`src/rtl/bus_arbiter_pkg.sv`:
```
`default_nettype none
// ============================================================================
// Module      : bus_arbiter_pkg
// Description : Shared definitions for the round-robin bus arbiter:
//               FSM state encoding, the master-index width, the maximum
//               master count and a constant clog2 helper.
// Ports       : (package, no ports)
// Revision    : 1.0 - initial release
// ============================================================================
package bus_arbiter_pkg;

  // Upper bound on the number of requesters; the master index is sized for it.
  localparam int MAX_MASTERS = 8;
  localparam int IDX_W       = 3;

  typedef enum logic [1:0] {
    ST_IDLE    = 2'd0,
    ST_GRANTED = 2'd1,
    ST_BUSY    = 2'd2,
    ST_RELEASE = 2'd3
  } arb_state_t;

  // Smallest r such that 2**r >= value; used to size the watchdog counters.
  function automatic int clog2(input int value);
    int result;
    result = 0;
    for (int i = 0; i < 31; i++) begin
      if ((1 << i) < value) begin
        result = i + 1;
      end
    end
    return result;
  endfunction

endpackage
`default_nettype wire

```
`src/rtl/bus_arbiter_rr_picker.sv`:
```
`default_nettype none
// ============================================================================
// Module      : rrPicker
// Description : Combinational round-robin selector. Rotates the request
//               vector so that the master after last_grant sits at bit 0,
//               priority-encodes the lowest set bit, then rotates the result
//               back into an absolute master index and a one-hot grant.
// Ports       : request     in  N      request vector
//               last_grant  in  3      index of the previous winner
//               any_request out 1      at least one request bit set
//               grant       out N      one-hot winner (zero if none)
//               grant_index out 3      index of the winner
// Revision    : 1.0 - initial release
// ============================================================================
module rrPicker
  import bus_arbiter_pkg::*;
#(
  parameter int N = 4
) (
  input  logic [N-1:0]     request,
  input  logic [IDX_W-1:0] last_grant,
  output logic             any_request,
  output logic [N-1:0]     grant,
  output logic [IDX_W-1:0] grant_index
);

  localparam logic [IDX_W:0] N_W = (IDX_W + 1)'(N);

  logic [2*N-1:0]  doubled;
  logic [N-1:0]    rotated;
  logic [IDX_W:0]  start;
  logic [IDX_W:0]  offset;
  logic [IDX_W:0]  sum;

  always_comb begin
    any_request = |request;

    // Search starts one past the previous winner, wrapping at N.
    start = {1'b0, last_grant} + (IDX_W + 1)'(1);
    if (start >= N_W) begin
      start = '0;
    end

    // Rotate right by 'start' using a doubled copy so bits wrap around.
    doubled = {request, request};
    rotated = N'(doubled >> start);

    // Lowest set bit of the rotated vector wins (descending loop, last write wins).
    offset = '0;
    for (int i = N - 1; i >= 0; i--) begin
      if (rotated[i]) begin
        offset = (IDX_W + 1)'(i);
      end
    end

    // Rotate back: start + offset < 2N, so a single conditional subtract suffices.
    sum = start + offset;
    if (sum >= N_W) begin
      sum = sum - N_W;
    end
    grant_index = sum[IDX_W-1:0];

    grant = '0;
    for (int i = 0; i < N; i++) begin
      grant[i] = any_request && (sum == (IDX_W + 1)'(i));
    end
  end

endmodule
`default_nettype wire

```
`src/rtl/bus_arbiter.sv`:
```
`default_nettype none
// ============================================================================
// Module      : bus_arbiter
// Description : Round-robin arbiter for the shared system bus with a grant
//               watchdog (granted master never begins) and a bus watchdog
//               (transaction never ends). Every output is registered or
//               decoded from registered state only.
// Ports       : clock              in  1  system clock, rising edge
//               reset              in  1  synchronous, active-high
//               requestBus         in  N  per-master bus request
//               busGrant           out N  one-hot or zero grant
//               beginTransactionIn in  1  shared begin strobe
//               endTransactionIn   in  1  shared end strobe
//               busErrorOut        out 1  pulse: transaction timed out
//               timeoutOut         out 1  pulse: grant timed out
//               activeMaster       out 3  current or last granted master
//               busIdle            out 1  arbiter is idle
// Revision    : 1.0 - initial release
// ============================================================================
module bus_arbiter
  import bus_arbiter_pkg::*;
#(
  parameter int nrOfMasters  = 4,
  parameter int grantTimeout = 16,
  parameter int busTimeout   = 1024
) (
  input  logic                   clock,
  input  logic                   reset,
  input  logic [nrOfMasters-1:0] requestBus,
  output logic [nrOfMasters-1:0] busGrant,
  input  logic                   beginTransactionIn,
  input  logic                   endTransactionIn,
  output logic                   busErrorOut,
  output logic                   timeoutOut,
  output logic [IDX_W-1:0]       activeMaster,
  output logic                   busIdle
);

  localparam int WAIT_W = clog2(grantTimeout + 1);
  localparam int BUSY_W = clog2(busTimeout + 1);
  localparam logic [WAIT_W-1:0] WAIT_LAST  = WAIT_W'(grantTimeout - 1);
  localparam logic [BUSY_W-1:0] BUSY_LAST  = BUSY_W'(busTimeout - 1);
  localparam logic [IDX_W-1:0]  LAST_RESET = IDX_W'(nrOfMasters - 1);

  arb_state_t              state, state_next;
  logic [IDX_W-1:0]        last_grant, last_grant_next;
  logic [WAIT_W-1:0]       wait_count, wait_count_next;
  logic [BUSY_W-1:0]       busy_count, busy_count_next;
  logic [nrOfMasters-1:0]  grant_next;
  logic [IDX_W-1:0]        active_next;
  logic                    bus_error_next;
  logic                    timeout_next;

  logic                    pick_any;
  logic [nrOfMasters-1:0]  pick_grant;
  logic [IDX_W-1:0]        pick_index;

  rrPicker #(
    .N (nrOfMasters)
  ) u_picker (
    .request     (requestBus),
    .last_grant  (last_grant),
    .any_request (pick_any),
    .grant       (pick_grant),
    .grant_index (pick_index)
  );

  always_ff @(posedge clock) begin
    if (reset) begin
      state        <= ST_IDLE;
      last_grant   <= LAST_RESET;
      wait_count   <= '0;
      busy_count   <= '0;
      busGrant     <= '0;
      activeMaster <= '0;
      busErrorOut  <= 1'b0;
      timeoutOut   <= 1'b0;
    end else begin
      state        <= state_next;
      last_grant   <= last_grant_next;
      wait_count   <= wait_count_next;
      busy_count   <= busy_count_next;
      busGrant     <= grant_next;
      activeMaster <= active_next;
      busErrorOut  <= bus_error_next;
      timeoutOut   <= timeout_next;
    end
  end

  always_comb begin
    state_next      = state;
    last_grant_next = last_grant;
    wait_count_next = wait_count;
    busy_count_next = busy_count;
    grant_next      = busGrant;
    active_next     = activeMaster;
    bus_error_next  = 1'b0;
    timeout_next    = 1'b0;

    case (state)
      ST_IDLE: begin
        grant_next      = '0;
        wait_count_next = '0;
        busy_count_next = '0;
        if (pick_any) begin
          grant_next      = pick_grant;
          last_grant_next = pick_index;
          active_next     = pick_index;
          state_next      = ST_GRANTED;
        end
      end

      ST_GRANTED: begin
        // Request may already be gone here; the grant only ends via begin or timeout.
        // Begin takes priority, so a simultaneous end strobe is ignored.
        if (beginTransactionIn) begin
          wait_count_next = '0;
          state_next      = ST_BUSY;
        end else if (wait_count == WAIT_LAST) begin
          wait_count_next = '0;
          grant_next      = '0;
          timeout_next    = 1'b1;
          state_next      = ST_RELEASE;
        end else begin
          wait_count_next = wait_count + WAIT_W'(1);
        end
      end

      ST_BUSY: begin
        // A real end on the expiry cycle counts as a normal release.
        if (endTransactionIn) begin
          busy_count_next = '0;
          grant_next      = '0;
          state_next      = ST_RELEASE;
        end else if (busy_count == BUSY_LAST) begin
          busy_count_next = '0;
          grant_next      = '0;
          bus_error_next  = 1'b1;
          state_next      = ST_RELEASE;
        end else begin
          busy_count_next = busy_count + BUSY_W'(1);
        end
      end

      ST_RELEASE: begin
        grant_next = '0;
        state_next = ST_IDLE;
      end

      default: begin
        grant_next = '0;
        state_next = ST_IDLE;
      end
    endcase
  end

  assign busIdle = (state == ST_IDLE);

endmodule
`default_nettype wire

```
`config.mk`:
```
export PLATFORM = sky130hd
export DESIGN_NAME = bus_arbiter
export DESIGN_NICKNAME = d
export VERILOG_FILES = /design/src/rtl/bus_arbiter_pkg.sv /design/src/rtl/bus_arbiter_rr_picker.sv /design/src/rtl/bus_arbiter.sv
export SDC_FILE = /design/constraint.sdc
export NUM_CORES = 1
export LEC_CHECK = 0
export ABC_AREA = 1
export BUFFER_PORTS_ARGS = -buffer_cell sky130_fd_sc_hd__clkbuf_2
export CORE_AREA = 2 2 53 60
export DETAILED_ROUTE_END_ITERATION = 12
export DIE_AREA = 0 0 55 62
export HOLD_SLACK_MARGIN = 0.15
export PLACE_DENSITY = 0.83
export SLEW_MARGIN = 5
export SYNTH_ARGS = -nofsm -noshare
export SYNTH_HDL_FRONTEND = slang
export SYNTH_SLANG_ARGS = --single-unit
export TNS_END_PERCENT = 1
```
`constraint.sdc`:
```
create_clock -name clock -period 5.1 [get_ports clock]
set_input_delay 0.255 -clock clock [delete_from_list [all_inputs] [get_ports clock]]
set_output_delay 0.255 -clock clock [all_outputs]
set_load 0.02 [all_outputs]
```
## Yosys cells after proc, flatten, opt, wreduce, memory -nomap -nowiden

Index checks and enable logic that the tools add are counted.
Widths: inputs -> output; s select.

- Register bits after elaboration: 30
- Input bits: 8
- Output and inout port bits: 10
- Logic and storage cells: 71

- Add/sub/neg operators: 5
- $lt $le $gt $ge: 2
- Eq/ne operators: 13
- Shift operators: 1
- Mux-type cells: 26
- Bitwise logic cells: 2
- Reduce and logical (&&, ||, !) cells: 14

Operator list:

| kind | count |
|---|---|
| $mux 4 | 7 |
| $mux 11 | 2 |
| $pmux 11 s2 | 1 |
| $mux 2 | 9 |
| $pmux 4 s4 | 1 |
| $add 11x1->11 const B | 1 |
| $eq 11x10->1 const B | 1 |
| $mux 5 | 2 |
| $pmux 5 s2 | 1 |
| $eq 4x2->1 const B | 2 |
| $ge 4x3->1 const B | 2 |
| $pmux 2 s4 | 1 |
| $shr 8x4->4 | 1 |
| $ne 3x3->1 const B | 2 |
| $reduce_and 3->1 | 2 |
| $reduce_or 3->1 | 2 |
| $add 5x1->5 const B | 1 |
| $eq 5x4->1 const B | 1 |
| $add 3x1->4 const B | 1 |
| $add 4x2->4 | 1 |
| $eq 2x2->1 const B | 2 |
| $eq 4x1->1 const B | 1 |
| $logic_and 1x1->1 | 4 |
| $logic_not 4->1 | 1 |
| other kinds (10) | 14 |

## Logic depth before layout (Yosys ltp)

- Word-level depth: 15
- Mapped depth: 17
- Gate-level depth less buffers: 17

## Modules after synthesis

From an unflattened synthesis, not the netlist that was laid out.

- Cell total of the unflattened synthesis: 260
- Area total of the unflattened synthesis: 1,751.7 µm²

By module, submodules not included:

| module | instances | cells each | area each (µm²) | sequential area each (µm²) |
|---|---|---|---|---|
| bus_arbiter | 1 | 195 | 1,423.9 | 580.6 |
| rrPicker | 1 | 65 | 327.8 | 0.0 |

## Worst setup path before layout

No wires, ideal clock.

- Kind: register to register
- Start point: reg last_grant[0]
- End point: reg busGrant[0]
- Library setup time: 0.064 ns
- Arrival time: 2.248 ns
- Data required time: 5.036 ns
- Slack: 2.788 ns
- Stages on the path, launching flop included: 16
- Buffers on the path: 0
- Period minus slack after synthesis: 2.312 ns
- Cells stage by stage: dfxtp_1 ha_1 inv_1 nand2_1 nand3_1 nand2_1 nand3_1 and2_4 a21oi_1 ha_1 inv_1 fa_1 inv_1 nor3_1 nor2_1 nor2_1

- Cells in the longest elaborated chain, start to end: 15
- Elaborated cells on any way between the ends: 16
- Those cells by class: add/sub (3); order compare (2); shift (1); mux (8); reduce/logical (2)

RTL lines:

| element | line | source |
|---|---|---|
| start: declaration | bus_arbiter.sv:46 | `logic [IDX_W-1:0] last_grant, last_grant_next;` |
| start signal: assignment | bus_arbiter.sv:80 | `last_grant <= last_grant_next;` |
| $add 3x1->4 (*) | bus_arbiter_rr_picker.sv:39 | `start = {1'b0, last_grant} + (IDX_W + 1)'(1);` |
| $ge 4x3->1 | bus_arbiter_rr_picker.sv:40 | `if (start >= N_W) begin` |
| $mux 4 (*) | bus_arbiter_rr_picker.sv:40 |  |
| $shr 8x4->4 | bus_arbiter_rr_picker.sv:46 | `rotated = N'(doubled >> start);` |
| $mux 2 (4 in a row) | bus_arbiter_rr_picker.sv:51 | `if (rotated[i]) begin` |
| $add 4x2->4 (*) | bus_arbiter_rr_picker.sv:57 | `sum = start + offset;` |
| $sub 4x3->4 / $ge 4x3->1 (equally long branches) | bus_arbiter_rr_picker.sv:59, bus_arbiter_rr_picker.sv:58 |  |
| $mux 4 (*) | bus_arbiter_rr_picker.sv:58 | `if (sum >= N_W) begin` |
| $logic_not 4->1 (*) | bus_arbiter_rr_picker.sv:65 | `grant[i] = any_request && (sum == (IDX_W + 1)'(i));` |
| $logic_and 1x1->1 (*) | bus_arbiter_rr_picker.sv:65 |  |
| $mux 4 (*) | bus_arbiter.sv:105 | `if (pick_any) begin` |
| $pmux 4 s4 (*) | bus_arbiter.sv:100 | `case (state)` |
| end signal: assignment | bus_arbiter.sv:83 | `busGrant <= grant_next;` |
| end: declaration | bus_arbiter.sv:30 | `output logic [nrOfMasters-1:0] busGrant,` |

Every way passes the cells marked *; elsewhere a longest branch is shown, timed or not.
A chain may end at the register's enable or synchronous reset.

## Worst setup path after layout

- Start point: reg last_grant[1]
- End point: reg busGrant[0]

Same word-level chain as after synthesis.

==> reports/qor_table.md <==
| Result | Value | Unit |
| --- | --- | --- |
| Run status | complete, no violations | - |
| Setup repair after global routing missed its margin | false | - |
| H-tree level count | 2 | - |
| Highest clock rate | 383 | MHz |
| Transition time of the tightest slew-check pin | 0.718 | ns |
| Kind of start point of the critical path | flop | - |
| Instance count of the mapped netlist | 249 | - |
| Final period utilization | 51.2 | % |
| Netlist area before placement | 0.00168 | sq mm |
| Worst Setup End Kind | flop | - |
| Instance area at placement | 0.00178 | sq mm |
| Number of DRC violations after detailed routing | 0 | - |
| Number of nets at the end of the flow | 286 | - |
| Final-layout setup total negative slack | 0 | ns |
| Number of buffers created by CTS | 5 | - |
| Worst-case clock buffer depth | 2 | - |
| Count of unique library cells instantiated by Yosys | 26 | - |
| Multi-input logic area | 937 | sq um |
| Final core utilization | 63.9 | % |
| Horizontal die dimension | 55 | microns |
| Final hold violation count | 0 | - |
| Area of the core | 0.00289 | sq mm |
| Weighted congestion at the end of routability-driven global placement | 0.769 | - |
| Clock slew at reported path FFs | 0.10 | ns |
| Sequential fraction of the synthesis area | 34.6 | % |
| Area added between synthesis and finish | 10.1 | % |
| WP data arrival | 2.90 | ns |
| Primary flip-flop cell chosen by synthesis mapping | sky130_fd_sc_hd__dfxtp_1 | - |
| Warning count from the yosys run | 0 | - |
| # rows | 21 | - |
| Routed WL | 3190 | microns |
| Kind of critical path | reg -> reg | - |
| Async SR Flop Fraction | 0 | % |
| Most frequent cells in the layout | 58 x sky130_fd_sc_hd__nand2_1, 34 x sky130_fd_sc_hd__inv_1, 33 x sky130_fd_sc_hd__nand3_1 | - |
| Count of antenna diodes in the layout | 0 | - |
| Number of buffers inserted by port buffering | 17 | - |
| Maximum Capacitance Violations | 0 | - |
| Number of fillers in the final layout | 262 | - |
| Final setup skew | 0.0123 | ns |
| Post-DP HPWL | 2440 | microns |
| Area fraction of the dominant cell type after synthesis | 34.6 | % |
| PostCTS Resize Cnt | 0 | - |
| Worst endpoint required time | 5.39 | ns |
| Worst Path Max Fanout | 5 | - |
| Number of max-slew violations in the final report | 0 | - |
| Die boundary height | 62 | microns |
| Antenna violation net count after detailed routing | 0 | - |
| Residual overflow from global routing | 0 | - |
| Max VDD drop | 324 | uV |
| Post-Layout Inst Area | 0.00185 | sq mm |
| Leading cell type in the layout, fill and taps excluded | sky130_fd_sc_hd__nand2_1 | - |
| Vias per cell | 5.19 | - |
| Routed length per instance | 10.5 | microns |
| Hold WC Path Type | in -> reg | - |
| Library cell occupying the most area in the post-synthesis netlist | sky130_fd_sc_hd__dfxtp_1 | - |
| Clock tree from TritonCTS | yes | - |
| Number of register bits inferred by synthesis | 29 | - |
| Pre-Repair DR Iteration Count | 5 | - |
| Number of enable-type register cells in the synthesized netlist | 0 | - |
| Total global-route track usage | 21.3 | % |
| Tightest slew margin relative to the limit | 52.0 | % |
| Mapped Nets | 265 | - |
| Initial antenna violation count | 0 | - |
| First-pass GRT wire length | 5260 | microns |
| Finish-stage setup viols | 0 | - |
| Root cell of the clock tree | sky130_fd_sc_hd__clkbuf_4 | - |
| Initial Utilization | 58.1 | % |
| Tot Pwr | 961 | uW |
| Vias in the first global route | 1347 | - |
| Layout cell share with drive strength beyond 1 | 12.9 | % |
| Ranking of synthesized cells by area | sky130_fd_sc_hd__dfxtp_1 35%, sky130_fd_sc_hd__nand2_1 13%, sky130_fd_sc_hd__nand3_1 9.8%, sky130_fd_sc_hd__inv_1 7.6%, sky130_fd_sc_hd__nor2_1 6.5% | - |
| Clock latency on the worst-skew pair | 0.34 | ns |
| Post-route worst hold slack | 0.349 | ns |
| DRC violation total after the first TritonRoute iteration | 40 | - |
| Sequential cell area in the final layout | 581 | sq um |
| Maximum number of pins on one net before global-route repair | 19 | - |
| Time the worst path needs with I/O delays and setup | 2.61 | ns |
| Overall via count from detail_route | 1583 | - |
| Sink Count | 29 | - |
| I/O pin total | 18 | - |
| Ratio of total power to cell area | 520 | mW/mm^2 |
| Die area | 0.00341 | sq mm |
| Post-Syn Area per Cell | 6.74 | sq um |
| Leakage power figure | 0.000855 | uW |
==> state kept, by name, indices dropped and copies added, names as in the netlist <==
signal / count
activeMaster: 3
busErrorOut: 1
busGrant: 4
busy_count: 11
last_grant: 2
state: 2
timeoutOut: 1
wait_count: 5
==> metal layers <==
metal / global-route usage, % / part of all wire [%] / vias up / routed length [microns]
li1: - / - / 849 / -
met1: 22.3 / 44 / 703 / 1400
met2: 39.3 / 50 / 25 / 1600
met3: 6.46 / 4.1 / 6 / 130
met4: 8.36 / 1.8 / 0 / 58
met5: 0 / 0 / - / 0
==> cell usage after synthesis (2+ instances only) <==
| master | count |
|---|---|
| sky130_fd_sc_hd__a21oi_1 | 16 |
| sky130_fd_sc_hd__clkbuf_1 | 3 |
| sky130_fd_sc_hd__dfxtp_1 | 29 |
| sky130_fd_sc_hd__ha_1 | 7 |
| sky130_fd_sc_hd__inv_1 | 34 |
| sky130_fd_sc_hd__nand2_1 | 58 |
| sky130_fd_sc_hd__nand3_1 | 33 |
| sky130_fd_sc_hd__nand3_2 | 4 |
| sky130_fd_sc_hd__nand4_1 | 5 |
| sky130_fd_sc_hd__nor2_1 | 29 |
| sky130_fd_sc_hd__nor2_2 | 2 |
| sky130_fd_sc_hd__nor2_4 | 2 |
| sky130_fd_sc_hd__nor3_1 | 7 |
| sky130_fd_sc_hd__nor4_1 | 2 |
| sky130_fd_sc_hd__o211ai_1 | 2 |
| sky130_fd_sc_hd__o21ai_0 | 3 |
| sky130_fd_sc_hd__xor2_1 | 4 |
==> area by class of cell <==
class	instances	share of cell area (%)
inverters	35	7.11
clock buffers	6	2.23
well taps	34	2.30
clock inverters	2	0.542
multi-input cells	180	50.7
repair buffers	19	5.69
flip-flops and latches	29	31.4
==> critical path: stages, from the launching register on <==
cell,delay (ns)
sky130_fd_sc_hd__dfxtp_1,0.36
sky130_fd_sc_hd__ha_1,0.19
sky130_fd_sc_hd__inv_1,0.06
sky130_fd_sc_hd__nand2_1,0.07
sky130_fd_sc_hd__nand3_1,0.17
sky130_fd_sc_hd__nand2_1,0.13
sky130_fd_sc_hd__nand3_1,0.08
sky130_fd_sc_hd__and2_4,0.17
sky130_fd_sc_hd__a21oi_1,0.14
sky130_fd_sc_hd__ha_1,0.16
sky130_fd_sc_hd__inv_1,0.05
sky130_fd_sc_hd__fa_1,0.54
sky130_fd_sc_hd__inv_1,0.09
sky130_fd_sc_hd__nor3_1,0.19
sky130_fd_sc_hd__nor2_1,0.07
sky130_fd_sc_hd__nor2_1,0.09
==> final timing paths <==
| check | startpoint | slack [ns] | depth (start not counted) | to |
|---|---|---|---|---|
| worst max-delay path | last_grant[1] | 2.49 | 15 | busGrant[0] |
| worst min-delay path | reset | 0.35 | 2 | state[0] |
| worst max register to register | last_grant[1] | 2.49 | 15 | busGrant[0] |
| worst min register to register | wait_count[4] | 0.45 | 2 | wait_count[4] |
==> logic make-up after synthesis <==
kind of cell / share of synthesized area, %
and+or+nand+nor: 40.2
xor gates and xnor gates: 2.09
adders and majority gates: 6.41
buffers and inverters: 9.61
DFF: 34.6
AOI/OAI and AO/OA: 7.08
==> power by group <==
part	internal (uW)	switching [uW]	total [uW]
sequential	265	25.8	291
clock	52.3	78.3	131
combinational	189	350	539
==> per-stage QoR <==
step	instances	worst slack, ns
floorplan	249	2.79
global placement	295	2.60
detailed placement	295	2.49
CTS	305	2.47
global route	305	2.24
finish	305	2.49
==> timing repair <==
| item | 4_1_cts | 5_1_grt |
|---|---|---|
| endpoints found under the hold margin | 2 | 0 |
| hold buffers | 2 | 0 |
| setup buffers | 0 | 0 |
Power figures use the tool's default switching activity.
